`src/rtl/mem_master.sv`:
```
// mem_master: load/store initiator driving the data port of the byte-addressed on-chip memory.
// Optional MISALIGNED_SPLIT_EN: misaligned in-range accesses are split into byte accesses.
package mem_master_pkg;
    typedef enum logic [1:0] {BYTE = 2'd0, HALFWORD = 2'd1, WORD = 2'd2} tsize_e;
endpackage

module mem_master
    import mem_master_pkg::*;
#(
    parameter int N  = 1024,
    parameter int AW = $clog2(N)
) (
    input  logic          clk,
    input  logic          rst,
    input  logic          req_valid,
    output logic          req_ready,
    input  logic          req_write,
    input  logic [31:0]   req_addr,
    input  tsize_e        req_size,
    input  logic          req_unsigned,
    input  logic [31:0]   req_wdata,
    output logic          rsp_valid,
    input  logic          rsp_ready,
    output logic [31:0]   rsp_rdata,
    output logic          rsp_error,
    output logic [AW-1:0] mem_address,
    output tsize_e        mem_tsize,
    output logic          mem_write,
    output logic [31:0]   mem_write_data,
    input  logic [31:0]   mem_data,
    input  logic          mem_rerror,
    input  logic          mem_werror
);

    // state  | meaning
    // IDLE   | waiting for a request, req_ready=1
    // READ   | load on the memory port, result sampled at cycle end
    // WRITE  | store on the memory port, mem_write=1 for this one cycle
    // WCHECK | registered mem_werror is valid only in this cycle
    // RESP   | response held stable until rsp_ready
    // BYTES  | split misaligned access, one byte per cycle
`ifdef MISALIGNED_SPLIT_EN
    typedef enum logic [2:0] {IDLE, READ, WRITE, WCHECK, RESP, BYTES} state_e;
`else
    typedef enum logic [2:0] {IDLE, READ, WRITE, WCHECK, RESP} state_e;
`endif

    state_e        state_q, state_d;
    logic [AW-1:0] addr_q, addr_d;
    tsize_e        size_q, size_d;
    logic          write_q, write_d;
    logic          unsigned_q, unsigned_d;
    logic [31:0]   wdata_q, wdata_d;
    logic [31:0]   rsp_rdata_q, rsp_rdata_d;
    logic          rsp_error_q, rsp_error_d;
`ifdef MISALIGNED_SPLIT_EN
    logic [1:0]    cnt_q, cnt_d;
    logic [31:0]   asm_q, asm_d;
    logic          byte_last;
`endif

    logic [2:0]    req_bytes;
    logic [32:0]   req_end;
    logic          req_oor;
    logic          req_mis;

    function automatic logic [31:0] extend(input logic [31:0] d, input tsize_e sz, input logic uns);
        logic [31:0] r;
        case (sz)
            BYTE:     r = {{24{d[7] & ~uns}}, d[7:0]};
            HALFWORD: r = {{16{d[15] & ~uns}}, d[15:0]};
            default:  r = d;
        endcase
        return r;
    endfunction

    // The range check is done on 33 bits so addresses near 2^32 cannot wrap into range.
    always_comb begin
        case (req_size)
            BYTE: begin
                req_bytes = 3'd1;
                req_mis   = 1'b0;
            end
            HALFWORD: begin
                req_bytes = 3'd2;
                req_mis   = req_addr[0];
            end
            default: begin
                req_bytes = 3'd4;
                req_mis   = |req_addr[1:0];
            end
        endcase
        req_end = {1'b0, req_addr} + 33'(req_bytes);
        req_oor = req_end > 33'(N);
    end

`ifdef MISALIGNED_SPLIT_EN
    assign byte_last = (size_q == HALFWORD) ? (cnt_q == 2'd1) : (cnt_q == 2'd3);
`endif

    always_comb begin
        state_d        = state_q;
        addr_d         = addr_q;
        size_d         = size_q;
        write_d        = write_q;
        unsigned_d     = unsigned_q;
        wdata_d        = wdata_q;
        rsp_rdata_d    = rsp_rdata_q;
        rsp_error_d    = rsp_error_q;
`ifdef MISALIGNED_SPLIT_EN
        cnt_d          = cnt_q;
        asm_d          = asm_q;
`endif
        req_ready      = 1'b0;
        rsp_valid      = 1'b0;
        mem_write      = 1'b0;
        mem_address    = addr_q;
        mem_tsize      = size_q;
        mem_write_data = wdata_q;

        case (state_q)
            IDLE: begin
                req_ready = 1'b1;
                if (req_valid) begin
                    addr_d      = req_addr[AW-1:0];
                    size_d      = req_size;
                    write_d     = req_write;
                    unsigned_d  = req_unsigned;
                    wdata_d     = req_wdata;
                    rsp_rdata_d = '0;
                    rsp_error_d = 1'b0;
                    if (req_oor) begin
                        state_d     = RESP;
                        rsp_error_d = 1'b1;
                    end
`ifdef MISALIGNED_SPLIT_EN
                    else if (req_mis) begin
                        state_d = BYTES;
                        cnt_d   = '0;
                        asm_d   = '0;
                    end
`else
                    else if (req_mis) begin
                        state_d     = RESP;
                        rsp_error_d = 1'b1;
                    end
`endif
                    else begin
                        state_d = req_write ? WRITE : READ;
                    end
                end
            end
            READ: begin
                rsp_error_d = mem_rerror;
                rsp_rdata_d = mem_rerror ? '0 : extend(mem_data, size_q, unsigned_q);
                state_d     = RESP;
            end
            WRITE: begin
                mem_write = 1'b1;
                state_d   = WCHECK;
            end
            WCHECK: begin
                // OR keeps byte errors accumulated by a split store.
                rsp_error_d = rsp_error_q | mem_werror;
                rsp_rdata_d = '0;
                state_d     = RESP;
            end
            RESP: begin
                rsp_valid = 1'b1;
                if (rsp_ready) begin
                    state_d = IDLE;
                end
            end
`ifdef MISALIGNED_SPLIT_EN
            BYTES: begin
                mem_address    = addr_q + AW'(cnt_q);
                mem_tsize      = BYTE;
                mem_write      = write_q;
                mem_write_data = {24'b0, wdata_q[{cnt_q, 3'b000} +: 8]};
                cnt_d          = cnt_q + 2'd1;
                if (write_q) begin
                    // werror seen here belongs to the byte written on the previous cycle.
                    if (cnt_q != 2'd0) begin
                        rsp_error_d = rsp_error_q | mem_werror;
                    end
                    if (byte_last) begin
                        state_d = WCHECK;
                    end
                end else begin
                    rsp_error_d = rsp_error_q | mem_rerror;
                    asm_d[{cnt_q, 3'b000} +: 8] = mem_data[7:0];
                    if (byte_last) begin
                        state_d     = RESP;
                        rsp_rdata_d = rsp_error_d ? '0 : extend(asm_d, size_q, unsigned_q);
                    end
                end
            end
`endif
            default: begin
                state_d = IDLE;
            end
        endcase
    end

    always_ff @(posedge clk or posedge rst) begin
        if (rst) begin
            state_q     <= IDLE;
            addr_q      <= '0;
            size_q      <= WORD;
            write_q     <= 1'b0;
            unsigned_q  <= 1'b0;
            wdata_q     <= '0;
            rsp_rdata_q <= '0;
            rsp_error_q <= 1'b0;
`ifdef MISALIGNED_SPLIT_EN
            cnt_q       <= '0;
            asm_q       <= '0;
`endif
        end else begin
            state_q     <= state_d;
            addr_q      <= addr_d;
            size_q      <= size_d;
            write_q     <= write_d;
            unsigned_q  <= unsigned_d;
            wdata_q     <= wdata_d;
            rsp_rdata_q <= rsp_rdata_d;
            rsp_error_q <= rsp_error_d;
`ifdef MISALIGNED_SPLIT_EN
            cnt_q       <= cnt_d;
            asm_q       <= asm_d;
`endif
        end
    end

    assign rsp_rdata = rsp_rdata_q;
    assign rsp_error = rsp_error_q;

endmodule
```
`config.mk`:
```
export PLATFORM = sky130hd
export DESIGN_NAME = mem_master
export DESIGN_NICKNAME = d
export VERILOG_FILES = /design/src/rtl/mem_master.sv
export SDC_FILE = /design/constraint.sdc
export NUM_CORES = 1
export LEC_CHECK = 0
export CAP_MARGIN = 20
export CELL_PAD_IN_SITES_DETAIL_PLACEMENT = 1
export CELL_PAD_IN_SITES_GLOBAL_PLACEMENT = 2
export CORE_ASPECT_RATIO = 1.75
export CORE_MARGIN = 2
export CORE_UTILIZATION = 24
export DETAILED_ROUTE_END_ITERATION = 8
export GPL_TIMING_DRIVEN = 0
export PLACE_DENSITY = 0.76
export SLEW_MARGIN = 20
export SYNTH_ARGS = -nofsm -noshare
export SYNTH_HDL_FRONTEND = slang
export SYNTH_SLANG_ARGS = --single-unit
```
`constraint.sdc`:
```
create_clock -name clk -period 3.17 [get_ports clk]
set_clock_uncertainty 0.05 [all_clocks]
set_input_delay 0.634 -clock clk [delete_from_list [all_inputs] [get_ports clk]]
set_output_delay 0.634 -clock clk [all_outputs]
set_load 0.05 [all_outputs]
```
Word-level counts from Yosys, hierarchy flattened
Index checks and enable logic that the tools add are counted.
{ "totals": {"register_bits": 81, "latch_bits": 0, "mem_bits_rw": 0, "rom_bits": 0, "output_inout_bits": 80, "word_cells": 49, "memories": 0} }
{ "op_classes": {"n_addsub": 1, "multipliers": 0, "div": 0, "order_cmp": 1, "n_eq_ne": 8, "shift": 0, "n_mux": 19, "n_bitwise": 4, "n_reduce_logical": 9} }
{ "op_table": {"columns": ["op", "count"], "rows": [
  ["32-bit case mux with 3 select lines", 1],
  ["32-bit 2-to-1 mux", 2],
  ["32-bit case mux with 2 select lines", 1],
  ["32-bit by 3-bit adder with 33-bit output", 1],
  ["33-bit by 11-bit greater-than comparator with 1-bit output, second input constant", 1],
  ["3-bit 2-to-1 mux", 4],
  ["3-bit case mux with 4 select lines", 1],
  ["3-bit by 2-bit equality test with 1-bit output, second input constant", 2],
  ["1-bit 2-to-1 mux", 6],
  ["3-bit case mux with 2 select lines", 1],
  ["2-bit AND reduction", 3],
  ["2-bit by 1-bit equality test with 1-bit output, second input constant", 2],
  ["2-bit logical NOT", 2],
  ["2-bit inequality test, second input constant", 2],
  ["2-bit OR reduction", 2],
  ["3-bit by 1-bit equality test with 1-bit output, second input constant", 1],
  ["3-bit equality test, second input constant", 1],
  ["3-bit logical NOT", 1],
  ["1-bit case mux with 3 select lines", 1],
  ["3-bit nonzero test", 1],
  ["1-bit bitwise AND", 2],
  ["2-bit 2-to-1 mux", 1],
  ["1-bit case mux with 2 select lines", 1],
  ["1-bit NOT", 1],
  ["1-bit bitwise OR", 1]
]} }

Logic depth before layout (Yosys ltp)
{ "depth": {"word_depth": 7, "ltp_mapped": 12, "mapped_depth_nobuf": 11} }

Worst setup path after synthesis
OpenSTA, ideal clock, no wires.
{ "synth_timing": {"kind": "input port to flip-flop", "start": "input port req_size[0]", "end": "register state_q[2]", "setup_time_ns": 0.120, "arrival_ns": 2.970, "setup_slack_ns": 0.030, "path_stages": 12, "path_buffers": 1, "path_cell_list": "nor2_1 ha_1 fa_1 a21oi_1 or3_1 buf_2 o21ai_0 mux2_2 o21ai_0 a21boi_0 nand4_2 a31o_1"} }
{ "synth_between": {"elab_chain_cells": 7, "word_cells_on_any_way": 10, "classes_between": "1 x add/sub; 1 x order compare; 1 x eq/ne; 6 x mux; 1 x reduce/logical"} }
{ "synth_lines": {"columns": ["item", "line_no", "text"], "rows": [
  ["start, declared", "19", "input tsize_e req_size,"],
  ["2-bit by 1-bit equality test with 1-bit output or 2-bit logical NOT (tied branches)", "79", "case (req_size)"],
  ["3-bit case mux with 2 select lines", "79", null],
  ["32-bit by 3-bit adder with 33-bit output", "93", "req_end = {1'b0, req_addr} + 33'(req_bytes);"],
  ["33-bit by 11-bit greater-than comparator with 1-bit output", "94", "req_oor = req_end > 33'(N);"],
  ["3-bit 2-to-1 mux (*)", "132", "if (req_oor) begin"],
  ["3-bit 2-to-1 mux (*)", "124", "if (req_valid) begin"],
  ["3-bit case mux with 4 select lines (*)", "121", "case (state_q)"],
  ["end signal, assigned", "220", "state_q <= state_d;"],
  ["end, declared", "48", "state_e state_q, state_d;"]
]} }
Every way passes the cells marked *; elsewhere a longest branch is shown, timed or not. The select of a mux whose other input is x is not followed.
A chain may end at the register's enable or synchronous reset.

Worst setup path in the final report
{ "layout_timing": {"start": "input port req_addr[12]", "end": "register state_q[2]"} }
{ "layout_between": {"elab_chain_cells": 5} }
{ "layout_lines": {"columns": ["item", "line_no", "text"], "rows": [
  ["start, declared", "18", "input logic [31:0] req_addr,"],
  ["32-bit by 3-bit adder with 33-bit output", "93", null],
  ["33-bit by 11-bit greater-than comparator with 1-bit output", "94", null],
  ["3-bit 2-to-1 mux", "132", null],
  ["3-bit 2-to-1 mux", "124", null],
  ["3-bit case mux with 4 select lines", "121", null]
]} }
Every way passes these cells. The select of a mux whose other input is x is not followed.

==> impl_results.html <==
<table>
<tr><th>Metric</th><th>Value</th></tr>
<tr><th colspan="2">Timing</th></tr>
<tr><td>Final setup violation count</td><td>0</td></tr>
<tr><td>Final period demand of the worst path</td><td>3050 ps</td></tr>
<tr><td>Period Utilization, post-route</td><td>96.2%</td></tr>
<tr><td>Final Hold Viols</td><td>0</td></tr>
<tr><td>Worst-case headroom to the max-slew limit</td><td>33.0%</td></tr>
<tr><td>Fin. max-slew vios</td><td>0</td></tr>
<tr><td>Pin slew with the least headroom to its limit</td><td>997 ps</td></tr>
<tr><td>TNS Setup</td><td>0 ps</td></tr>
<tr><td>Highest attainable clock frequency</td><td>328 MHz</td></tr>
<tr><th colspan="2">Yosys</th></tr>
<tr><td>Post-synthesis sequential element count</td><td>81</td></tr>
<tr><td>Share of flip-flops with an asynchronous set or reset after synthesis</td><td>100%</td></tr>
<tr><td>Leading area contributor after synthesis</td><td>sky130_fd_sc_hd__dfrtp_1</td></tr>
<tr><td>Number of enable-type register cells in the synthesized netlist</td><td>0</td></tr>
<tr><td>Net Count, Synth</td><td>around 480</td></tr>
<tr><td>Top post-synthesis cells by area</td><td>sky130_fd_sc_hd__dfrtp_1, sky130_fd_sc_hd__mux2_2, sky130_fd_sc_hd__o21ai_0, sky130_fd_sc_hd__nand2_1, sky130_fd_sc_hd__a22o_1</td></tr>
<tr><td>Sequential cell area fraction in the yosys report</td><td>roughly half</td></tr>
<tr><td>Number of distinct library cell variants in the gate-level netlist after synthesis</td><td>between 50 and 60</td></tr>
<tr><td>Area fraction of the dominant cell type after synthesis</td><td>49.9%</td></tr>
<tr><td>Synth Warn #</td><td>0</td></tr>
<tr><td>Number of standard cells after synthesis</td><td>372</td></tr>
<tr><td>Average size of a mapped cell</td><td>about 11 um^2</td></tr>
<tr><td>Area of the mapped netlist</td><td>4010 um^2</td></tr>
<tr><td>Prevailing post-synth register cell</td><td>sky130_fd_sc_hd__dfrtp_1</td></tr>
<tr><th colspan="2">Status</th></tr>
<tr><td>Result of the run</td><td>completed</td></tr>
<tr><th colspan="2">Global routing</th></tr>
<tr><td>Initial antenna violation count</td><td>0</td></tr>
<tr><td>GR met3 Demand/Resource</td><td>3.40%</td></tr>
<tr><td>Grt peak-use layer</td><td>met2</td></tr>
<tr><td>Global route overflow</td><td>0</td></tr>
<tr><td>Maximum number of pins on one net before global-route repair</td><td>48</td></tr>
<tr><td>Met2 demand-to-capacity share in global routing</td><td>a little under a third</td></tr>
<tr><td>Met1 routing resource usage after global routing</td><td>15.6%</td></tr>
<tr><td>Wire length of the first global-routing pass</td><td>22.3 mm</td></tr>
<tr><td>GR Util All Layers</td><td>16.5%</td></tr>
<tr><td>Via count of the first global-routing pass</td><td>4,258</td></tr>
<tr><th colspan="2">Final layout</th></tr>
<tr><td>Number of non-filler instances in the completed layout</td><td>808</td></tr>
<tr><td>Filler Cells Inserted</td><td>1,850</td></tr>
<tr><td>Commonest cells after routing, fill and taps aside</td><td>sky130_fd_sc_hd__clkdlybuf4s50_1, sky130_fd_sc_hd__dfrtp_1, sky130_fd_sc_hd__mux2_2</td></tr>
<tr><td>Final Net Count</td><td>slightly below 700</td></tr>
<tr><td>Ant diodes</td><td>0</td></tr>
<tr><td>Most common cell after layout, fill and taps aside</td><td>sky130_fd_sc_hd__clkdlybuf4s50_1</td></tr>
<tr><td>Share of layout cells above drive strength 1</td><td>18.2%</td></tr>
<tr><td>Final core area utilization</td><td>between 40% and 50%</td></tr>
<tr><td>Area growth from synthesis to layout</td><td>65.8%</td></tr>
<tr><th colspan="2">Hold path</th></tr>
<tr><td>Worst hold path class</td><td>flip-flop to flip-flop</td></tr>
<tr><th colspan="2">Pwr</th></tr>
<tr><td>Total power divided by cell area</td><td>~540 nW/um^2</td></tr>
<tr><td>Cell leakage power</td><td>2.65 nW</td></tr>
<tr><td>Worst VDD drop</td><td>0.000216 V</td></tr>
<tr><th colspan="2">Worst setup path</th></tr>
<tr><td>Kind of end point of the critical path</td><td>flip-flop</td></tr>
<tr><td>Critical path cell sequence</td><td>clkdlybuf4s50_1, and4_4, nand4_1, nor4b_4, mux2_4, o22a_2, nor4_2, nand4_2, a31o_1</td></tr>
<tr><td>Crit-path max FO</td><td>6</td></tr>
<tr><td>Highest-delay cell along the critical path</td><td>sky130_fd_sc_hd__clkdlybuf4s50_1</td></tr>
<tr><td>Family with the most delay on the worst path</td><td>simple AND/OR/NAND/NOR gates</td></tr>
<tr><td>Worst Setup Start Kind</td><td>input pin</td></tr>
<tr><td>Required @ worst endpoint</td><td>3350 ps</td></tr>
<tr><td>Worst setup path class</td><td>input pin to flip-flop</td></tr>
<tr><td>Crit path buf inv count</td><td>1</td></tr>
<tr><td>Data arrival time of the critical path</td><td>3230 ps</td></tr>
<tr><td>Max stage delay on crit path</td><td>between 500 and 600 ps</td></tr>
<tr><th colspan="2">Route</th></tr>
<tr><td>Number of antenna-violating nets in the routed design</td><td>0</td></tr>
<tr><td>Total DRC errors in the routed layout</td><td>0</td></tr>
<tr><td>First-pass iteration count of the detailed router</td><td>4</td></tr>
<tr><td>Wirelength per Cell</td><td>17.9 um</td></tr>
<tr><td>Total number of vias</td><td>3,796</td></tr>
<tr><td>Starting DRT DRC Count</td><td>80</td></tr>
<tr><td>Via/cell ratio</td><td>4.70</td></tr>
<tr><td>Total wirelength of the detailed-routed design</td><td>~14 mm</td></tr>
<tr><th colspan="2">Placed design</th></tr>
<tr><td>Gp weighted congestion</td><td>slightly below 0.9</td></tr>
<tr><td>Number of input and output port buffers inserted</td><td>185</td></tr>
<tr><td># placed instances</td><td>a little under 800</td></tr>
<tr><td>Post-detail-place hpwl</td><td>11.5 mm</td></tr>
<tr><th colspan="2">Clocking</th></tr>
<tr><td>Number of clock sinks</td><td>a little over 80</td></tr>
<tr><td>Clk_lat worst skew</td><td>340 ps</td></tr>
<tr><td>CTS H-tree lvls</td><td>3</td></tr>
<tr><td>Clock-pin slew reported for the worst setup and hold paths after clock tree synthesis</td><td>60 ps</td></tr>
<tr><td>Maximum clock path buffer count</td><td>2</td></tr>
<tr><td>Clock tree from TritonCTS</td><td>yes</td></tr>
<tr><td>Number of buffers inserted during clock tree synthesis</td><td>9</td></tr>
<tr><td>Count of hold buffers inserted by post-cts repair</td><td>0</td></tr>
<tr><td>Cell at the root of the clock tree</td><td>sky130_fd_sc_hd__clkbuf_16</td></tr>
<tr><th colspan="2">Die</th></tr>
<tr><td>Starting density of the core</td><td>around a quarter</td></tr>
<tr><td>Height of the chip</td><td>roughly 180 um</td></tr>
<tr><td>Placeable Area</td><td>16,400 um^2</td></tr>
<tr><td>Number of top-level pins</td><td>186</td></tr>
<tr><td># rows</td><td>62</td></tr>
<tr><td>Total Die Area</td><td>17,800 um^2</td></tr>
<tr><td>Die width</td><td>102 um</td></tr>
<tr><th colspan="2">Flow run</th></tr>
<tr><td>Number of maximum-capacitance constraint violations</td><td>0</td></tr>
</table>
-- flip-flops by register name, indices dropped and copies added, names as in the netlist --
register / cells
mem_address: 10
mem_tsize: 2
mem_write_data: 32
rsp_error: 1
rsp_rdata: 32
state_q: 3
unsigned_q: 1
-- what timing repair did --
| action | CTS | global route |
|---|---|---|
| pin swaps | 10 | 8 |
| buffers inserted | 4 | 7 |
| setup endpoints to repair | 4 | 4 |
| resized for setup | 38 | 8 |
-- kinds of logic after synthesis --
kind of cell,count (synthesis),synth area share [%]
buf+inv,23,2.18
simple gates,129,17.4
fa+ha+maj,4,1.44
xor+xnor,5,1.09
mux,50,14.0
compound gates,80,13.3
flops,81,50.6
-- metal layers --
metal  up-vias  routed length, um  share of wire [%]
met5         -                  0                  0
met4         0                582                4.0
met3        27                604                4.2
met2       120               8400                 58
met1      1877               4890                 34
li1       1772                  -                  -
-- cell type report --
cell class | count | area, um^2 | area share (%)
clock buffer | 13 | 260 | 3.91
multi-input combinational | 268 | 2010 | 30.2
clock inverter | 3 | 40.0 | 0.602
sequential | 81 | 2030 | 30.5
inverter | 4 | 17.5 | 0.263
tap | 224 | 280 | 4.22
buffer | 18 | 75.1 | 1.13
timing repair buffer | 197 | 1940 | 29.2
-- synth_stat cells (all sizes together) (3+ instances only) --
master and n:
a21o 3, a22o 16, inv 4, o2111ai 4, nor4 5, o21ai 35
nand3 11, mux2 48, buf 3, or3 5, dfrtp 80, a21oi 5
a31oi 3, nand4 10, nor2 14, nor3 12, nor2b 18, nand2 42
clkbuf 16, ha 3, xor2 3
-- worst reg2reg max path, cell delays in order (launching register included) --
cell                       delay [ps]
sky130_fd_sc_hd__dfrtp_1          410
sky130_fd_sc_hd__nand2b_1         210
sky130_fd_sc_hd__nor3_1           780
sky130_fd_sc_hd__o21ai_0          550
sky130_fd_sc_hd__clkbuf_1         330
sky130_fd_sc_hd__o21ai_0          250
-- worst paths after layout --
path	startpoint	to	slack, ps	cells past startpoint
worst max-delay path	req_addr[12]	state_q[2]	120	9
worst max register to register	state_q[2]	rsp_rdata[20]	490	5
worst min-delay path	rsp_rdata[22]	rsp_rdata[22]	430	2
max in group asynchronous	rst	mem_tsize[1]	1780	3
min in group asynchronous	rst	mem_write_data[24]	620	2
worst min register to register	rsp_rdata[22]	rsp_rdata[22]	430	2
-- power by group --
group | total [mW] | internal, mW | switching, mW | leakage (nW)
clock network | 1.05 | 0.651 | 0.403 | 0.150
registers | 1.25 | 1.17 | 0.0807 | 1.02
logic | 1.31 | 0.520 | 0.787 | 1.48
-- metrics by stage --
| step | setup WS (ps) | cell area [um^2] | hold slack [ps] | power, mW |
|---|---|---|---|---|
| final | 119 | 6650 | 435 | 3.61 |
| after global placement | -1200 | 6140 | 417 | 2.54 |
| after floorplan | 30.3 | 4010 | 447 | 2.02 |
| after detailed placement | -1190 | 6170 | 429 | 2.58 |
| after CTS | 11.0 | 6570 | 443 | 3.66 |
| after global routing | -1.40 | 6650 | 461 | 3.78 |
Power figures use the tool's default switching activity.
